$ cat config.mk
export PLATFORM = sky130hd
export DESIGN_NAME = equalizer_cmul_pipe
export DESIGN_NICKNAME = d
export VERILOG_FILES = /design/src/rtl/equalizer_pkg.sv /design/src/rtl/equalizer_smul_pipe.sv /design/src/rtl/equalizer_cmul_pipe.sv
export SDC_FILE = /design/constraint.sdc
export NUM_CORES = 2
export LEC_CHECK = 0
export CORE_MARGIN = 2
export CORE_UTILIZATION = 25
export CTS_CLUSTER_SIZE = 10
export DETAILED_ROUTE_END_ITERATION = 7
export HOLD_SLACK_MARGIN = 0.08
export PLACE_DENSITY = 0.38
export SYNTH_ARGS = -nofsm -noshare
export SYNTH_HDL_FRONTEND = slang
export SYNTH_HIERARCHICAL = 1
export SYNTH_SLANG_ARGS = --single-unit
export TNS_END_PERCENT = 1
$ cat constraint.sdc
create_clock -name clk -period 6.5 [get_ports clk]
set_input_delay 1.3 -clock clk [delete_from_list [all_inputs] [get_ports clk]]
set_output_delay 1.3 -clock clk [all_outputs]
set_load 0.1 [all_outputs]
$ cat src/rtl/equalizer_pkg.sv
// Shared constants and arithmetic helpers for the equalizer datapath blocks.
package equalizer_pkg;

  localparam int CMUL_MIN_LAT = 4;

  // Width at which re/im sums of two IN_W x (IN_W+1) products cannot overflow.
  function automatic int cmul_width(input int inW);
    return 2 * inW + 2;
  endfunction

  // Round half toward +inf, arithmetic shift right, then clamp to a signed outW range.
  function automatic logic signed [63:0] round_sat(
    input  logic signed [63:0] value,
    input  int                 shift,
    input  int                 outW,
    output logic               sat
  );
    logic signed [63:0] t;
    logic signed [63:0] hi;
    logic signed [63:0] lo;
    t   = (value + ((64'sd1 <<< shift) >>> 1)) >>> shift;
    hi  = (64'sd1 <<< (outW - 1)) - 64'sd1;
    lo  = -hi - 64'sd1;
    sat = 1'b0;
    if (t > hi) begin
      t   = hi;
      sat = 1'b1;
    end else if (t < lo) begin
      t   = lo;
      sat = 1'b1;
    end
    return t;
  endfunction

endpackage

$ cat src/rtl/equalizer_smul_pipe.sv
// Signed IN_W x (IN_W+1) multiplier with registered operands and registered product.
module equalizer_smul_pipe #(
  parameter int IN_W = 16
) (
  input  logic                   clk,
  input  logic                   reset,
  input  logic                   ce,
  input  logic signed [IN_W-1:0] i_a,
  input  logic signed [IN_W:0]   i_b,
  output logic signed [2*IN_W:0] o_p
);

  localparam int PW = 2 * IN_W + 1;

  logic signed [IN_W-1:0] r_a;
  logic signed [IN_W:0]   r_b;
  logic signed [PW-1:0]   r_p;

  // The exact product always fits PW bits, so truncating a PW x PW multiply is lossless.
  always_ff @(posedge clk or posedge reset) begin
    if (reset) begin
      r_a <= '0;
      r_b <= '0;
      r_p <= '0;
    end else if (ce) begin
      r_a <= i_a;
      r_b <= i_b;
      r_p <= PW'(r_a) * PW'(r_b);
    end
  end

  assign o_p = r_p;

endmodule

$ cat src/rtl/equalizer_cmul_pipe.sv
// Pipelined complex multiplier a*b or a*conj(b) with round/saturate and a valid flag.
module equalizer_cmul_pipe
  import equalizer_pkg::*;
#(
  parameter int IN_W  = 16,
  parameter int OUT_W = 25,
  parameter int SHIFT = 0,
  parameter int LAT   = 4
) (
  input  logic                    clk,
  input  logic                    reset,
  input  logic                    ce,
  input  logic                    in_valid,
  input  logic                    conj_b,
  input  logic signed [IN_W-1:0]  a_re,
  input  logic signed [IN_W-1:0]  a_im,
  input  logic signed [IN_W-1:0]  b_re,
  input  logic signed [IN_W-1:0]  b_im,
  output logic                    out_valid,
  output logic signed [OUT_W-1:0] p_re,
  output logic signed [OUT_W-1:0] p_im,
  output logic                    sat
);

  localparam int W     = cmul_width(IN_W);
  localparam int PW    = 2 * IN_W + 1;
  localparam int EXTRA = LAT - CMUL_MIN_LAT;

  logic signed [IN_W:0]    w_bRe;
  logic signed [IN_W:0]    w_bIm;
  logic signed [PW-1:0]    w_arbr;
  logic signed [PW-1:0]    w_aibi;
  logic signed [PW-1:0]    w_arbi;
  logic signed [PW-1:0]    w_aibr;
  logic signed [OUT_W-1:0] w_pRe;
  logic signed [OUT_W-1:0] w_pIm;
  logic                    w_satRe;
  logic                    w_satIm;

  logic [3:0]              r_validPipe;
  logic signed [W-1:0]     r_re;
  logic signed [W-1:0]     r_im;
  logic signed [OUT_W-1:0] r_pRe;
  logic signed [OUT_W-1:0] r_pIm;
  logic                    r_sat;

  // One extra bit lets conj negate the most negative b_im without wrapping.
  assign w_bRe = {b_re[IN_W-1], b_re};
  assign w_bIm = conj_b ? -{b_im[IN_W-1], b_im} : {b_im[IN_W-1], b_im};

  equalizer_smul_pipe #(.IN_W(IN_W)) u_arbr (.clk(clk), .reset(reset), .ce(ce), .i_a(a_re), .i_b(w_bRe), .o_p(w_arbr));
  equalizer_smul_pipe #(.IN_W(IN_W)) u_aibi (.clk(clk), .reset(reset), .ce(ce), .i_a(a_im), .i_b(w_bIm), .o_p(w_aibi));
  equalizer_smul_pipe #(.IN_W(IN_W)) u_arbi (.clk(clk), .reset(reset), .ce(ce), .i_a(a_re), .i_b(w_bIm), .o_p(w_arbi));
  equalizer_smul_pipe #(.IN_W(IN_W)) u_aibr (.clk(clk), .reset(reset), .ce(ce), .i_a(a_im), .i_b(w_bRe), .o_p(w_aibr));

  always_comb begin
    w_satRe = 1'b0;
    w_satIm = 1'b0;
    w_pRe   = OUT_W'(round_sat(64'(r_re), SHIFT, OUT_W, w_satRe));
    w_pIm   = OUT_W'(round_sat(64'(r_im), SHIFT, OUT_W, w_satIm));
  end

  always_ff @(posedge clk or posedge reset) begin
    if (reset) begin
      r_validPipe <= '0;
      r_re        <= '0;
      r_im        <= '0;
      r_pRe       <= '0;
      r_pIm       <= '0;
      r_sat       <= 1'b0;
    end else if (ce) begin
      r_validPipe <= {r_validPipe[2:0], in_valid};
      r_re        <= W'(w_arbr) - W'(w_aibi);
      r_im        <= W'(w_arbi) + W'(w_aibr);
      r_pRe       <= w_pRe;
      r_pIm       <= w_pIm;
      r_sat       <= w_satRe | w_satIm;
    end
  end

  // Latency beyond the minimum is a plain delay line behind the round/saturate stage.
  generate
    if (EXTRA == 0) begin : gNoDelay
      assign out_valid = r_validPipe[3];
      assign p_re      = r_pRe;
      assign p_im      = r_pIm;
      assign sat       = r_sat;
    end else begin : gDelay
      logic [EXTRA-1:0]        r_dValid;
      logic [EXTRA-1:0]        r_dSat;
      logic signed [OUT_W-1:0] r_dRe [EXTRA];
      logic signed [OUT_W-1:0] r_dIm [EXTRA];

      always_ff @(posedge clk or posedge reset) begin
        if (reset) begin
          r_dValid <= '0;
          r_dSat   <= '0;
          for (int i = 0; i < EXTRA; i++) begin
            r_dRe[i] <= '0;
            r_dIm[i] <= '0;
          end
        end else if (ce) begin
          r_dValid[0] <= r_validPipe[3];
          r_dSat[0]   <= r_sat;
          r_dRe[0]    <= r_pRe;
          r_dIm[0]    <= r_pIm;
          for (int i = 1; i < EXTRA; i++) begin
            r_dValid[i] <= r_dValid[i-1];
            r_dSat[i]   <= r_dSat[i-1];
            r_dRe[i]    <= r_dRe[i-1];
            r_dIm[i]    <= r_dIm[i-1];
          end
        end
      end

      assign out_valid = r_dValid[EXTRA-1];
      assign p_re      = r_dRe[EXTRA-1];
      assign p_im      = r_dIm[EXTRA-1];
      assign sat       = r_dSat[EXTRA-1];
    end
  endgenerate

endmodule

==> results.yml <==
outcome:
  outcome: "completed"
worst_setup_path:
  cpLargestDelayFamily: "adder cells"
  worstSetupPathType: "register to register"
  worstReg2RegStart: "u_aibi/r_b[3]"
  crit_top_cell: "fa_1"
  path_cells: "buf_4 > and2_1 > fa_1 > inv_1 > fa_1 > fa_1 > fa_1 > inv_1 > fa_1 > inv_1 > fa_1 > inv_1 > ha_1 > nand4_2 > nor3_2 > a22oi_4 > a211oi_2 > o311ai_1 > buf_4 > a2111o_1 > o211ai_2"
  rrSetupSlack_ns: 0.25
  critPathRequiredTime_ns: 7.12
  worstPathArrival_ns: 6.87
  ff2ff_path_depth: 21
  startpoint_type: "register"
  critPathMaxStageDelay_ns: 0.60
  cp_slowest_cell: "dfrtp_1"
  critical_path.max_fanout: 9
  r2r-end: "u_aibi/o_p[32]"
  crit_buf_inv: 6
  end_kind: "register"
floorplanning:
  start_util_pct: 25.1
  core_area_mm2: 0.240
  die_h_um: 495
  num_rows: 180
  die_x_um: 495
  die_area_mm2: 0.245
  io-pin-count: 121
sta:
  worst_slew_pin_slew_ns: 1.12
  period_needed_ns: 6.25
  slew_viol_final: 0
  timing.hold.ws_ns: 0.484
  hold_viol: 0
  setup_violations: 0
  fmax_mhz: 160
  timing.final.ws_setup_ns: 0.251
  fin_worst_skew_ns: 0.0376
  period_share_pct: 96.1
  slew_headroom_pct: 24.9
grt:
  grtUsageMet2_pct: 27.0
  grt-ovfl-total: 0
  met1_usage_pct: 21.8
  grt_pass1_wl_mm: 295
  antenna_found_initial: 9
  grt_max_degree: 137
  busiest_layer: "met2"
  grt_pass1_vias: 47200
  grt_use_total_pct: 15.7
  grtUsageMet3_pct: 1.25
yosys:
  syn_inst: 6278
  seq_area_frac_synth_pct: 16.1
  yosys_warnings: 6
  ys_dominant_reg_cell: "dfrtp_1"
  ys_ff_latch: 387
  synthArstFlopShare_pct: 100
  syn_nets: 7856
  synth_edf_count: 0
  yosysUniqueCellTypes: 93
  syn_area_mm2: 0.0602
  avgSynthCellArea_um2: 9.60
final_layout:
  area.growth.synth_to_final_pct: 13.9
  layout-drive-gt1-share_pct: 11.0
  layout_commonest_cell: "inv_1"
  final_nets: 8032
  layout_common_cells: "inv_1, fa_1, nand2_1"
route:
  drt_iter0_markers: 1926
  ant_nets: 0
  routed_wl_mm: 187
  vias: 42600
  via_per_inst: 4.40
  dr.pass1.iters: 7
  drc: 0
  avgRoutedWirePerCell_um: 19.3
clocking:
  cts_buffers: 60
  clkLatencyLatePin_ns: 0.73
  h-tree-depth: 2
  clock-sinks: 387
  clk_pin_slew_ns: 0.06
  hold_buffers: 0
  root_buffer: "clkbuf_16"
  cts_tree: "yes"
  ctsLongestPathBuffers: 3
placed_design:
  numPortBuffers: 120
  routabilityCongestion: 0.823
  post-dp-hpwl_mm: 159
  dp_slack_ns: -0.00273
min_path:
  hold_path.class: "register to register"
  hp-start: "p_re[8]"
  worstHoldEndpoint: "p_re[8]"
  holdPathStages: 1
job:
  drv_cap: 0
[final cells by class]
type / instances / area, um2
antenna: 6 / 15.0
multi-input combinational: 4269 / 44500
clock buffer: 73 / 1620
clock inverter: 35 / 484
sequential: 387 / 9760
inverter: 1384 / 5200
timing repair buffer: 352 / 3020
fill: 25700 / 171000
tap: 3185 / 3990
[sequential cells by signal, indices dropped and copies added (netlist names), 25 cells and up]
name        cells
u_arbr/o_p     33
u_aibr/o_p     33
p_re           25
u_arbi/o_p     33
u_aibi/o_p     33
p_im           25
r_re           34
r_im           34
[cells in the mapped netlist, types with 23 or more instances]
master,number,area [um2]
clkbuf_1,221,830
nand2_1,652,2450
xnor2_1,137,1200
a211oi_1,25,188
inv_1,1382,5190
a21o_1,74,556
and3_1,24,150
ha_1,403,5040
o21bai_1,36,270
nor3_1,36,180
o21ai_0,122,611
o21a_1,28,210
xor2_1,40,350
o2bb2ai_1,30,263
fa_1,1106,22100
mux2_2,246,2770
nand4_1,23,144
nor2_1,196,736
and2_1,517,3230
nand3_1,46,230
a21oi_1,176,881
o211ai_1,35,263
dfrtp_1,387,9680
nand2b_1,35,219
[cell families after synthesis]
family	count (synthesis)	synth area share, %
flip-flops	387	16.1
adder cells (fa/ha/maj)	1509	45.1
buffers and inverters	1622	10.1
XOR/XNOR	177	2.57
AND/OR/NAND/NOR	1599	13.1
AO/OA/AOI/OAI	728	8.26
multiplexers	256	4.79
[metrics by stage]
step / TNS [ns] / instances / util (%) / cell area, um2
detailed placement: -0.00273 / 9577 / 27.7 / 66400
floorplan: 0 / 6278 / - / 60200
global placement: 0 / 9577 / 27.7 / 66400
finish: 0 / 9691 / 28.6 / 68600
CTS: 0 / 9685 / 28.5 / 68500
global route: -0.000908 / 9686 / 28.6 / 68600
[worst max-delay path by stage]
stage | slack, ns | start | cells after the start | endpoint
floorplan | 0.32 | u_aibr/r_a[1] | 19 | u_aibr/o_p[32]
detailed placement | -0.003 | u_aibi/r_a[2] | 22 | u_aibi/o_p[32]
finish | 0.25 | u_aibi/r_b[3] | 21 | u_aibi/o_p[32]
CTS | 0.008 | u_aibi/r_b[8] | 19 | u_aibi/o_p[29]
global placement | 0.01 | u_aibi/r_a[2] | 22 | u_aibi/o_p[32]
global route | -0.0009 | u_arbr/r_b[10] | 20 | u_arbr/o_p[29]
[routing by layer]
layer,up-vias,share of wire [%]
li1,19700,-
met5,-,0
met2,462,49
met3,105,2.4
met1,22300,47
met4,0,1.6
[timing repair]
action / 4_1_cts / 5_1_grt
gates resized for setup: 2 / 68
endpoints found under the setup margin: 2 / 38
pin swaps: 0 / 0
setup buffers: 0 / 0
Power is left out: the tool's default activity adds up to more than one toggle a clock period on the data nets, which glitch-free logic cannot reach.
